**config.mk**
```make
export PLATFORM = sky130hd
export DESIGN_NAME = sbus_store_arbiter
export DESIGN_NICKNAME = d
export VERILOG_FILES = /design/src/rtl/sbus_store_arbiter.sv
export SDC_FILE = /design/constraint.sdc
export NUM_CORES = 1
export LEC_CHECK = 0
export BUFFER_PORTS_ARGS = -buffer_cell sky130_fd_sc_hd__buf_2
export CORE_MARGIN = 2
export CORE_UTILIZATION = 44
export CTS_BUF_LIST = sky130_fd_sc_hd__clkbuf_8
export DETAILED_ROUTE_END_ITERATION = 8
export GPL_ROUTABILITY_DRIVEN = 0
export MAX_ROUTING_LAYER = met4
export PLACE_DENSITY = 0.88
export SYNTH_ARGS = -nofsm -noshare
export SYNTH_HDL_FRONTEND = slang
export SYNTH_SLANG_ARGS = --single-unit
```
**constraint.sdc**
```tcl
create_clock -name CLK -period 2.8 [get_ports CLK]
set_input_delay 0.14 -clock CLK [delete_from_list [all_inputs] [get_ports CLK]]
set_output_delay 0.14 -clock CLK [all_outputs]
set_load 0.02 [all_outputs]
```
**src/rtl/sbus_store_arbiter.sv**
```systemverilog
// S-bus write-back arbiter: grants one requester per cycle, registers its data and a one-hot store strobe.
// Optional feature macro: SBUS_STORE_ARB_RR_EN (round-robin start pointer; fixed priority when undefined).
module sbus_store_arbiter #(
  parameter int NUM_REQ = 4,
  parameter int NUM_REG = 8,
  parameter int DST_W   = 3
) (
  input  logic                     CLK,
  input  logic                     CLR,
  input  logic [NUM_REQ-1:0]       req,
  input  logic [NUM_REQ*DST_W-1:0] dst,
  input  logic [NUM_REQ*16-1:0]    wdata,
  input  logic                     hold,
  output logic [NUM_REQ-1:0]       gnt,
  output logic [15:0]              S_bus,
  output logic [NUM_REG-1:0]       SR,
  output logic                     err
);

  localparam int PTR_W = $clog2(NUM_REQ);

  // Handshake: req is the valid, gnt is the ready. A request transfers on the
  // rising edge where req[i] && gnt[i]; until then req/dst/wdata must stay stable.
  logic [PTR_W-1:0]   start;
  logic               grant_en;
  logic               found;
  logic               any_gnt;
  logic [DST_W-1:0]   sel_dst;
  logic [15:0]        sel_wdata;
  logic [NUM_REG-1:0] sr_next;
  logic               dst_bad;

  assign grant_en = CLR && !hold;
  assign any_gnt  = |gnt;

  // Two passes give the wrapped search order start..N-1 then 0..start-1.
  always_comb begin
    gnt   = '0;
    found = 1'b0;
    if (grant_en) begin
      for (int i = 0; i < NUM_REQ; i++) begin
        if (!found && req[i] && (i >= int'(start))) begin
          gnt[i] = 1'b1;
          found  = 1'b1;
        end
      end
      for (int i = 0; i < NUM_REQ; i++) begin
        if (!found && req[i]) begin
          gnt[i] = 1'b1;
          found  = 1'b1;
        end
      end
    end
  end

  always_comb begin
    sel_dst   = '0;
    sel_wdata = '0;
    for (int i = 0; i < NUM_REQ; i++) begin
      if (gnt[i]) begin
        sel_dst   = dst[i*DST_W +: DST_W];
        sel_wdata = wdata[i*16 +: 16];
      end
    end
  end

  // Out-of-range indices decode to no strobe at all.
  always_comb begin
    sr_next = '0;
    for (int r = 0; r < NUM_REG; r++) begin
      sr_next[r] = (int'(sel_dst) == r);
    end
  end

  assign dst_bad = (int'(sel_dst) >= NUM_REG);

  always_ff @(posedge CLK or negedge CLR) begin
    if (!CLR) begin
      S_bus <= '0;
      SR    <= '0;
      err   <= 1'b0;
    end else begin
      SR <= '0;
      if (any_gnt) begin
        S_bus <= sel_wdata;
        SR    <= sr_next;
        if (dst_bad) begin
          err <= 1'b1;
        end
      end
    end
  end

`ifdef SBUS_STORE_ARB_RR_EN
  logic [PTR_W-1:0] ptr;
  logic [PTR_W-1:0] ptr_next;

  // Pointer moves just past the winner; idle or held cycles leave it alone.
  always_comb begin
    ptr_next = ptr;
    for (int i = 0; i < NUM_REQ; i++) begin
      if (gnt[i]) begin
        ptr_next = (i == NUM_REQ - 1) ? '0 : PTR_W'(i + 1);
      end
    end
  end

  always_ff @(posedge CLK or negedge CLR) begin
    if (!CLR) begin
      ptr <= '0;
    end else begin
      ptr <= ptr_next;
    end
  end

  assign start = ptr;
`else
  assign start = '0;
`endif

endmodule

```
==> metrics.md, run 1 <==
| Metric | Value |
|---|---|
| Commonest cells post-synth | dfrtp_1, nand2_1, nor2_1 |
| Max-Cap Viols | 0 |
| Core ar. | 3050 um2 |
| Hold path start | wdata[37] |
| H-tree levels | 1 |
| CTS max path bufs | 2 |
| Worst-Margin Slew | 0.966 ns |
| Synth Area in XOR/XNOR | 0% |
| Slew HR | 35.2% |
| Largest net degree at the start of global routing | 28 |
| Die width | 60.6 um |
| Via count | 1650 |
| Crit path launch type | input port |
| Hold crit path type | input port to flop |
| Reg-to-reg startpoint | S_bus[8]$_DFFE_PN0P_ |
| VDD IR max | 0.438 mV |
| Reg2reg setup slack | 2.08 ns |
| Pwr Total | 0.000983 W |
| Flip-flop and latch area | 601 um2 |
| Hold Violations, Final | 0 |
| CTS Root Cell | clkbuf_8 |
| Clock power frac | 30.0% |
| Status | complete, no violations |
| Nets | 346 |
| Switch share | 28.9% |
| FMAX | 0.467 GHz |
| Routed wire length | 4300 um |
| Final setup TNS | 0 ns |
| Pleak | 1.01 nW |
| Final Cell Area | 2050 um2 |
| Reg power frac | 41.3% |
| DIE HEIGHT | 60.6 um |
| Reg2reg end | S_bus[8]$_DFFE_PN0P_ |
| Yosys top cell by area | dfrtp_1 |
| PortBufs | 110 |
| Antenna violations before repair | 0 |
| Worst Skew | 0 ns |
| Initial DRC Count | 112 |
| Clk slew on worst S/H paths | 0.08 ns |
| Logic pwr share | 28.6% |
| Hold path cells | 3 |
| Die area | 3670 um2 |
| Share of cells above drive strength 1 | 46.9% |
| Synth Area in Simple Gates | 25.7% |
| Remaining Overflow, GRT | 0 |
| WL/cell | 14.1 um |
| Largest family of logic cells by synthesized area | simple AND/OR/NAND/NOR gates |
| DPL Wire Length | 3310 um |
| DRC viols | 0 |
| Synthesis-stage register bit count | 24 |
| TritonCTS Sinks | 24 |
| Top cells by area, synth | dfrtp_1, a222oi_1, nand2b_1 |
| Min Clock Period, post-route | 2.14 ns |
| R2R cell count | 1 |
| RSZ-0062 raised after global routing | no |
| Vias in the first global route | 1539 |
| Worst Path Max Fanout | 17 |
| Top FF cell, synth | dfrtp_1 |
| Area grow syn2layout | 45.3% |
| Mux contribution to synthesized area | 2.40% |
| Final period utilization | 76.4% |
| Crit. End Element | output port |
| Vias/cell | 5.39 |
| Placement Rows | 20 |
| Count of final max-slew check failures | 0 |
| Area of the multi-input gates | 738 um2 |
| Post-cts resize count | 0 |
| Worst hold path endpoint | S_bus[5]$_DFFE_PN0P_ |
| Arrival time of the worst setup path | 2.00 ns |
| Post-synth top area share | 42.6% |
| Net Count, Synth | 242 |
| Ys async rst share | 100% |
| Synth Area in Adders | 0% |
| Sequential area share after synthesis | 42.6% |
| Tot GR Track Use | 25.3% |
| Diode count | 0 |
| Setup violators final | 0 |
| I/O pin count | 112 |
| Cells after Synth | 159 |
| Sw Pwr | 0.000284 W |
| Synth cell types | 25 |
| Syn_area_per_cell | 8.87 um2 |
| Post-synthesis compound-gate area fraction | 23.6% |
| Top-count cell post-synth | dfrtp_1 |
| DRT Pass-1 Iters | 4 |
| Synth Cell Area | 1410 um2 |
| Final ANT Viol Nets | 0 |
| Post-CTS Setup Inserts | 0 |
| CTS buffer count | 3 |
| Placed cell area | 1970 um2 |
| Critical path type | input port to output port |
| Clock tree from TritonCTS | yes |
| Yosys warns | 0 |
| Internal | 0.000699 W |
| Power Dens Cells | 480 nW/um2 |
| # fillers | 290 |
| Initial core utilization | 46.2% |
| First-pass GRT wire length | 6820 um |
| Clk Latency, worst-skew pair | 0.26 ns |
| WP data required | 2.66 ns |
| EDFF count, synth | 0 |
cell families after synthesis:
kind of cell / count (synthesis)
AND/OR/NAND/NOR: 74
AO/OA/AOI/OAI: 42
flip-flops: 24
buffers and inverters: 15
multiplexers: 3
other: 1
area by class of cell:
cell class              instances  share of cell area, %
clock buffers                   3                   2.02
clock inverters                 1                   1.47
well taps                      44                   2.69
flip-flops and latches         24                   29.3
repair buffers                114                   28.5
multi-input cells             120                   36.0
registers in the layout, indices dropped and copies added, names as in the netlist:
register  flops
S_bus        16
SR            8
layer usage:
layer	vias to the layer above	GRT usage [%]	wire length, um
met3	4	4.05	341
met1	762	30.8	1770
met4	0	6.83	53
met2	77	43.5	2130
li1	807	-	-
met5	-	-	0
per-stage QoR:
stage	worst slack [ns]	hold WS, ns	utilization, %	std cells
final	0.660	0.122	67.1	306
after detailed placement	0.976	0.0139	64.4	301
after global routing	0.554	0.127	67.1	306
after global placement	1.05	0.0103	64.4	301
after CTS	0.662	0.121	67.1	306
after floorplan	1.47	-0.156	-	159
critical path, cell delays in order:
cell	delay (ns)
dlygate4sd3_1	0.53
buf_2	0.25
nor2b_1	0.23
and3_1	0.57
buf_2	0.28
cell usage in the layout, fill, tap and decap left out:
cell / n
dlygate4sd3_1: 1
nor2_1: 18
a21oi_1: 2
a22o_1: 2
nand2b_1: 15
a222oi_1: 17
o21a_1: 1
or3_1: 4
a221o_1: 2
or4b_1: 1
a31oi_1: 14
buf_4: 3
dfrtp_1: 24
nor3_2: 1
bufinv_16: 1
nor2_2: 2
nand2_1: 18
mux2_2: 3
and2_1: 2
and3_1: 1
buf_2: 110
o21ai_0: 4
nor3_1: 10
clkbuf_8: 3
nor2b_1: 2
conb_1: 1
how the worst max path moves through the flow:
stage            from              endpoint  slack (ns)
2_1_floorplan  req[0]  S_bus[0]$_DFFE_PN0P_        1.47
3_3_place_gp   req[0]  S_bus[1]$_DFFE_PN0P_        1.05
4_1_cts           CLR                gnt[2]        0.66
3_5_place_dp   req[0]       SR[3]$_DFF_PN0_        0.98
6_report          CLR                gnt[2]        0.66
5_1_grt           CLR                gnt[2]        0.55
power groups by stage:
stage / Combinational (W) / Sequential (W) / Clock, W
after floorplan: 0.000107 / 0.000459 / 0
after global placement: 0.000277 / 0.000413 / 0
after detailed placement: 0.000280 / 0.000412 / 0
after CTS: 0.000282 / 0.000406 / 0.000298
after global routing: 0.000309 / 0.000411 / 0.000312
final: 0.000281 / 0.000406 / 0.000295
what timing repair did:
action / CTS / global route
hold buffers: 1 / 0
setup endpoints to repair: 0 / 0
endpoints found under the hold margin: 8 / 0
Note: power is estimated with default switching activity, not from simulation.
==> run 2, diff against run 1 <==
--- a/config.mk
+++ b/config.mk
@@ -7,12 +7,12 @@
 export LEC_CHECK = 0
 export BUFFER_PORTS_ARGS = -buffer_cell sky130_fd_sc_hd__buf_2
 export CORE_MARGIN = 2
-export CORE_UTILIZATION = 44
+export CORE_UTILIZATION = 40
 export CTS_BUF_LIST = sky130_fd_sc_hd__clkbuf_8
 export DETAILED_ROUTE_END_ITERATION = 8
 export GPL_ROUTABILITY_DRIVEN = 0
 export MAX_ROUTING_LAYER = met4
-export PLACE_DENSITY = 0.88
+export PLACE_DENSITY = 0.81
 export SYNTH_ARGS = -nofsm -noshare
 export SYNTH_HDL_FRONTEND = slang
 export SYNTH_SLANG_ARGS = --single-unit
==> constraint.sdc (replaced) <==
create_clock -name CLK -period 2.1 [get_ports CLK]
set_input_delay 0.105 -clock CLK [delete_from_list [all_inputs] [get_ports CLK]]
set_output_delay 0.105 -clock CLK [all_outputs]
set_load 0.02 [all_outputs]
==> run 2 against run 1 <==
  * Global-route usage down 1.8 points
  * First-iteration DRC count grew 46%
  * Register-to-register slack worse by 0.70 ns
  * Critical path type unchanged
  * Largest cell class unchanged
  * Largest power group unchanged
  * Highest routed layer unchanged
==> metrics.md, run 2 (synthesized netlist as in run 1, its figures left out) <==
| Metric | Value |
|---|---|
| Power Dens Cells | 597 nW/um2 (was 480 nW/um2) |
| Worst hold slack | 0.0836 ns (was 0.122 ns) |
| FMAX | 0.510 GHz |
| CTS Root Cell | clkbuf_8 (unchanged) |
| Die width | 63.4 um (was 60.6 um) |
| Reg2reg setup slack | 1.38 ns (was 2.08 ns) |
| Critical path type | input port to output port (unchanged) |
| Internal | 0.000847 W (was 0.000699 W) |
| Final period utilization | 93.4% |
| Clk Latency, worst-skew pair | 0.26 ns (about the same) |
| Nets | 349 (was 346) |
| Largest net degree at the start of global routing | 26 (was 28) |
| I/O pin count | 112 (unchanged) |
| Die area | 4020 um2 (was 3670 um2) |
| Worst Skew | 0 ns (unchanged) |
| Slack of the critical path | 0.138 ns (was 0.660 ns) |
| Post-CTS Setup Inserts | 0 (unchanged) |
| Setup violators final | 0 (unchanged) |
| DIE HEIGHT | 63.4 um (was 60.6 um) |
| PortBufs | 110 (unchanged) |
| Final cell count without fillers | 311 (was 306) |
| Area grow syn2layout | 45.9% (was 45.3%) |
| Sw Pwr | 0.000381 W (was 0.000284 W) |
| Max-Cap Viols | 0 (unchanged) |
| R2R cell count | 1 (unchanged) |
| Status | complete, no violations (unchanged) |
| Share of cells above drive strength 1 | 47.5% (was 46.9%) |
| Initial DRC Count | 163 (was 112) |
| DRC viols | 0 (unchanged) |
| DP Cell Count | 306 (was 301) |
| Crit. End Element | output port (unchanged) |
| CTS max path bufs | 2 (unchanged) |
| Via count | 1678 (was 1650) |
| WL/cell | 14.3 um (was 14.1 um) |
| First-pass GRT wire length | 7310 um (was 6820 um) |
| Initial core utilization | 41.9% (was 46.2%) |
| Switch share | 31.0% (was 28.9%) |
| DPL Wire Length | 3480 um (was 3310 um) |
| Most common cell after layout, fill and taps aside | buf_2 (unchanged) |
| WP data required | 2.00 ns (was 2.66 ns) |
| Count of final max-slew check failures | 0 (unchanged) |
| Tot GR Track Use | 23.5% (was 25.3%) |
| Antenna violations before repair | 0 (unchanged) |
| Worst Path Max Fanout | 18 (was 17) |
| Clock power frac | 25.3% (was 30.0%) |
| Logic pwr share | 30.7% (was 28.6%) |
| Routed wire length | 4450 um (was 4300 um) |
| Dpl ws | 0.361 ns (was 0.976 ns) |
| Remaining Overflow, GRT | 0 (unchanged) |
| Crit path launch type | input port (unchanged) |
| Flip-flop count of the largest register after layout | 16 (unchanged) |
| VDD IR max | 0.307 mV (was 0.438 mV) |
| Final ANT Viol Nets | 0 (unchanged) |
| DRT Pass-1 Iters | 6 (was 4) |
| Slew HR | 62.1% (was 35.2%) |
| Pleak | 1.02 nW (was 1.01 nW) |
| Diode count | 0 (unchanged) |
| TritonCTS Sinks | 24 (unchanged) |
| H-tree levels | 1 (unchanged) |
| Vias in the first global route | 1649 (was 1539) |
| Placement Rows | 21 (was 20) |
| Largest regs | S_bus: 16 flops, SR: 8 flops (unchanged) |
| Clk slew on worst S/H paths | 0.08 ns (about the same) |
| Final Cell Area | 2060 um2 (was 2050 um2) |
| Final setup TNS | 0 ns (unchanged) |
| Placed cell area | 1990 um2 (was 1970 um2) |
| Reg with most FFs | S_bus (unchanged) |
| Hold crit path type | input port to flop (unchanged) |
| Core ar. | 3360 um2 (was 3050 um2) |
| Reg power frac | 44.0% (was 41.3%) |
| Min Clock Period, post-route | 1.96 ns |
| Vias/cell | 5.40 (was 5.39) |
| CTS buffer count | 3 (unchanged) |
| Most frequent cells in the layout | buf_2, dfrtp_1, nor2_1, nand2_1, a222oi_1 (unchanged) |
| Worst-Margin Slew | 0.569 ns (was 0.966 ns) |
| Post-cts resize count | 0 (unchanged) |
| RSZ-0062 raised after global routing | no (unchanged) |
| Clock tree from TritonCTS | yes (unchanged) |
| Arrival time of the worst setup path | 1.86 ns (was 2.00 ns) |
| Hold Violations, Final | 0 (unchanged) |
| Hold path cells | 3 (unchanged) |
## run 2: repair_timing
item                       CTS  global route
hold buffers                 1             0
setup endpoints to repair    0             0
hold endpoints to repair    24             0
## run 2: final timing paths
kind / start / endpoint
max in group asynchronous: CLR / S_bus[6]$_DFFE_PN0P_
hold reg to reg: S_bus[8]$_DFFE_PN0P_ / S_bus[8]$_DFFE_PN0P_
min in group asynchronous: CLR / SR[4]$_DFF_PN0_
setup / recovery: CLR / gnt[2]
hold / removal: wdata[42] / S_bus[10]$_DFFE_PN0P_
setup reg to reg: S_bus[1]$_DFFE_PN0P_ / S_bus[1]$_DFFE_PN0P_
## run 2: cell type report
cell class	instances	area (um2)
Tap cell	46	57.6
Timing Repair Buffer	117	606
Clock buffer	4	55.1
Fill cell	344	1310
Multi-Input combinational cell	120	738
Sequential cell	24	601
## run 2: layer usage
metal,track usage [%],vias to the layer above,share of wire (%)
li1,-,812,-
met1,28.7,771,40
met2,41.1,85,52
met3,3.57,10,6.6
met4,5.16,0,1.4
met5,-,-,0
## run 2: through the flow
step / utilization, % / power [W]
after floorplan: - / 0.000755
after global placement: 59.2 / 0.000921
after detailed placement: 59.2 / 0.000927
after CTS: 61.2 / 0.00123
after global routing: 61.2 / 0.00130
final: 61.2 / 0.00123
## run 2: power by group through the flow
stage / sequential (W) / clock [W] / combinational (W)
5_1_grt: 0.000548 / 0.000340 / 0.000416
2_1_floorplan: 0.000612 / 0 / 0.000143
4_1_cts: 0.000541 / 0.000314 / 0.000379
3_5_place_dp: 0.000550 / 0 / 0.000377
3_3_place_gp: 0.000547 / 0 / 0.000374
6_report: 0.000540 / 0.000310 / 0.000377
## run 2: critical path, cell delays in order
cell           delay (ns)
dlygate4sd3_1        0.53
buf_2                0.11
nor2b_1              0.19
buf_4                0.26
and3_1               0.23
buf_4                0.23
buf_2                0.19
==> run 3, diff against run 2 <==
--- a/config.mk
+++ b/config.mk
@@ -5,14 +5,15 @@
 export SDC_FILE = /design/constraint.sdc
 export NUM_CORES = 1
 export LEC_CHECK = 0
+export ABC_AREA = 1
 export BUFFER_PORTS_ARGS = -buffer_cell sky130_fd_sc_hd__buf_2
 export CORE_MARGIN = 2
-export CORE_UTILIZATION = 40
+export CORE_UTILIZATION = 41
 export CTS_BUF_LIST = sky130_fd_sc_hd__clkbuf_8
 export DETAILED_ROUTE_END_ITERATION = 8
 export GPL_ROUTABILITY_DRIVEN = 0
 export MAX_ROUTING_LAYER = met4
-export PLACE_DENSITY = 0.81
+export PLACE_DENSITY = 0.82
 export SYNTH_ARGS = -nofsm -noshare
 export SYNTH_HDL_FRONTEND = slang
 export SYNTH_SLANG_ARGS = --single-unit
==> run 3 against run 2 <==
  * Flip-flop and latch count stayed put
  * Maximum frequency grew 4.3%
  * Utilization grew 1.0 points
  * Combinational power down 5.3%
  * Critical path depth did not move
  * Sequential power rose by 0.9%
  * Worst hold slack worse by 0.031 ns
  * Largest cell class unchanged
==> metrics.md, run 3 <==
| Metric | Value |
|---|---|
| Die area | 4040 um2 (was 4020 um2) |
| VDD IR max | 0.306 mV (was 0.307 mV) |
| Most frequent cells in the layout | buf_2, nand2_1, nand3_1 (was buf_2, dfrtp_1, nor2_1, nand2_1, a222oi_1) |
| DPL Wire Length | 3390 um (was 3480 um) |
| Share of cells above drive strength 1 | 42.8% (was 47.5%) |
| Sequential area share after synthesis | 41.3% (was 42.6%) |
| Top cells by area, synth | dfrtp_1, nand2_1, nand3_1 (was dfrtp_1, a222oi_1, nand2b_1) |
| Setup violators final | 0 (unchanged) |
| Initial core utilization | 43.2% (was 41.9%) |
| Diode count | 0 (unchanged) |
| Largest regs | S_bus: 16 flops, SR: 8 flops (unchanged) |
| Hold crit path type | input port to flop (unchanged) |
| Yosys top cell by area | dfrtp_1 (unchanged) |
| WL/cell | 12.0 um (was 14.3 um) |
| Count of final max-slew check failures | 0 (unchanged) |
| Worst-Margin Slew | 0.530 ns (was 0.569 ns) |
| Post-CTS Setup Inserts | 0 (unchanged) |
| Critical path type | input port to output port (unchanged) |
| Worst Skew | 0 ns (unchanged) |
| Net Count, Synth | 285 (was 242) |
| Reg2reg end | S_bus[5]$_DFFE_PN0P_ (was S_bus[1]$_DFFE_PN0P_) |
| EDFF count, synth | 0 (unchanged) |
| Slew HR | 64.6% (was 62.1%) |
| Tot GR Track Use | 22.2% (was 23.5%) |
| Vias in the first global route | 1563 (was 1649) |
| TritonCTS Sinks | 24 (unchanged) |
| Top-count cell post-synth | nand2_1 (was dfrtp_1) |
| DP Cell Count | 352 (was 306) |
| Die width | 63.6 um (was 63.4 um) |
| CTS buffer count | 3 (unchanged) |
| Largest net degree at the start of global routing | 21 (was 26) |
| Remaining Overflow, GRT | 0 (unchanged) |
| Pleak | 1.27 nW (was 1.02 nW) |
| Core ar. | 3360 um2 (unchanged) |
| Critical Path Sink | gnt[2] (unchanged) |
| Max-Cap Viols | 0 (unchanged) |
| CTS Root Cell | clkbuf_8 (unchanged) |
| DRT Pass-1 Iters | 4 (was 6) |
| Final setup TNS | 0 ns (unchanged) |
| Status | complete, no violations (unchanged) |
| Post-synth top area share | 41.3% (was 42.6%) |
| Dpl ws | 0.624 ns (was 0.361 ns) |
| Synthesis-stage register bit count | 24 (unchanged) |
| Antenna violations before repair | 0 (unchanged) |
| Initial DRC Count | 65 (was 163) |
| Ys async rst share | 100% (unchanged) |
| Nets | 395 (was 349) |
| Reg with most FFs | S_bus (unchanged) |
| Hold Violations, Final | 0 (unchanged) |
| PortBufs | 110 (unchanged) |
| Flip-flop count of the largest register after layout | 16 (unchanged) |
| Worst Path Max Fanout | 15 (was 18) |
| Most common cell after layout, fill and taps aside | buf_2 (unchanged) |
| Slack of the critical path | 0.220 ns (was 0.138 ns) |
| Reg2reg setup slack | 1.43 ns (was 1.38 ns) |
| Power Dens Cells | 621 nW/um2 (was 597 nW/um2) |
| Clock tree from TritonCTS | yes (unchanged) |
| Area grow syn2layout | 43.8% (was 45.9%) |
| Clk Latency, worst-skew pair | 0.26 ns (about the same) |
| Final cell count without fillers | 357 (was 311) |
| Min Clock Period, post-route | 1.88 ns (was 1.96 ns) |
| Reg-to-reg startpoint | S_bus[5]$_DFFE_PN0P_ (was S_bus[1]$_DFFE_PN0P_) |
| Arrival time of the worst setup path | 1.78 ns (was 1.86 ns) |
| H-tree levels | 1 (unchanged) |
| DIE HEIGHT | 63.6 um (was 63.4 um) |
| Final ANT Viol Nets | 0 (unchanged) |
| Top FF cell, synth | dfrtp_1 (unchanged) |
| R2R cell count | 2 (was 1) |
| Synth cell types | 18 (was 25) |
| Crit. End Element | output port (unchanged) |
| WP data required | 2.00 ns (about the same) |
| CTS max path bufs | 2 (unchanged) |
| CP startpoint | CLR (unchanged) |
| Commonest cells post-synth | nand2_1, nand3_1, dfrtp_1 (was dfrtp_1, nand2_1, nor2_1) |
| Via count | 1646 (was 1678) |
| I/O pin count | 112 (unchanged) |
| Syn_area_per_cell | 7.20 um2 (was 8.87 um2) |
| DRC viols | 0 (unchanged) |
| FMAX | 0.532 GHz (was 0.510 GHz) |
| RSZ-0062 raised after global routing | no (unchanged) |
| First-pass GRT wire length | 6890 um (was 7310 um) |
| Crit path launch type | input port (unchanged) |
| Clk slew on worst S/H paths | 0.09 ns (was 0.08 ns) |
| Cells after Synth | 202 (was 159) |
| Placement Rows | 21 (unchanged) |
| Yosys warns | 0 (unchanged) |
| Vias/cell | 4.61 (was 5.40) |
| Synth Cell Area | 1450 um2 (was 1410 um2) |
| Routed wire length | 4290 um (was 4450 um) |
| Final period utilization | 89.5% (was 93.4%) |
==> run 3: stage by stage <==
| stage | power [W] | instance area, um2 | utilization [%] | hold slack [ns] |
|---|---|---|---|---|
| finish | 0.00130 | 2090 | 62.2 | 0.0523 |
| global route | 0.00137 | 2090 | 62.2 | 0.0571 |
| CTS | 0.00131 | 2090 | 62.2 | 0.0527 |
| detailed placement | 0.000913 | 2010 | 59.7 | -0.0489 |
| global placement | 0.000905 | 2010 | 59.7 | -0.0455 |
| floorplan | 0.000739 | 1450 | - | -0.191 |
==> run 3: worst min-delay path by stage <==
stage,startpoint,to,slack [ns],cells past startpoint
6_report,wdata[47],S_bus[15]$_DFFE_PN0P_,0.05,3
5_1_grt,wdata[43],S_bus[11]$_DFFE_PN0P_,0.06,3
4_1_cts,wdata[35],S_bus[3]$_DFFE_PN0P_,0.05,3
3_5_place_dp,CLR,SR[2]$_DFF_PN0_,-0.05,1
3_3_place_gp,CLR,SR[6]$_DFF_PN0_,-0.05,1
2_1_floorplan,CLR,SR[0]$_DFF_PN0_,-0.19,0
==> run 3: layout make-up <==
type                       instances  area, um2
timing repair buffer             113        576
multi-input combinational        158        739
tap                               46       57.6
sequential                        24        601
inverter                          12       46.3
fill                             334       1270
clock inverter                     1       30.0
clock buffer                       3       41.3
==> run 3: timing repair <==
| item | in CTS | in global routing |
|---|---|---|
| endpoints found under the hold margin | 24 | 0 |
| hold buffers | 1 | 0 |
| gates resized for setup | 0 | 0 |
==> run 3: routing by layer <==
layer  wire (um)  up-vias  global-route usage [%]
li1            -      858                       -
met1        1720      716                    24.5
met2        2180       70                    41.4
met3         382        2                    4.46
met4          14        0                    4.08
met5           0        -                       -
==> run 3: critical path, cell delays in order <==
cell,delay [ns]
dlygate4sd3_1,0.54
buf_2,0.22
inv_2,0.06
nor2_4,0.22
nand3_4,0.14
inv_2,0.25
buf_2,0.22
==> run 3: logic make-up (layout without fill, tap and decap cells) <==
kind of cell	Yosys count	count (layout)	share of synthesized area, %
AOI/OAI and AO/OA	17	17	6.63
and+or+nand+nor	140	140	44.0
buffers and inverters	20	129	7.83
DFF	24	24	41.3
other	1	1	0.258
==> run 3: power by group <==
group / leakage (nW) / switching (W) / internal (W)
combinational: 0.925 / 0.000213 / 0.000144
clock: 0.0357 / 0.000142 / 0.000254
sequential: 0.309 / 0.0000265 / 0.000518
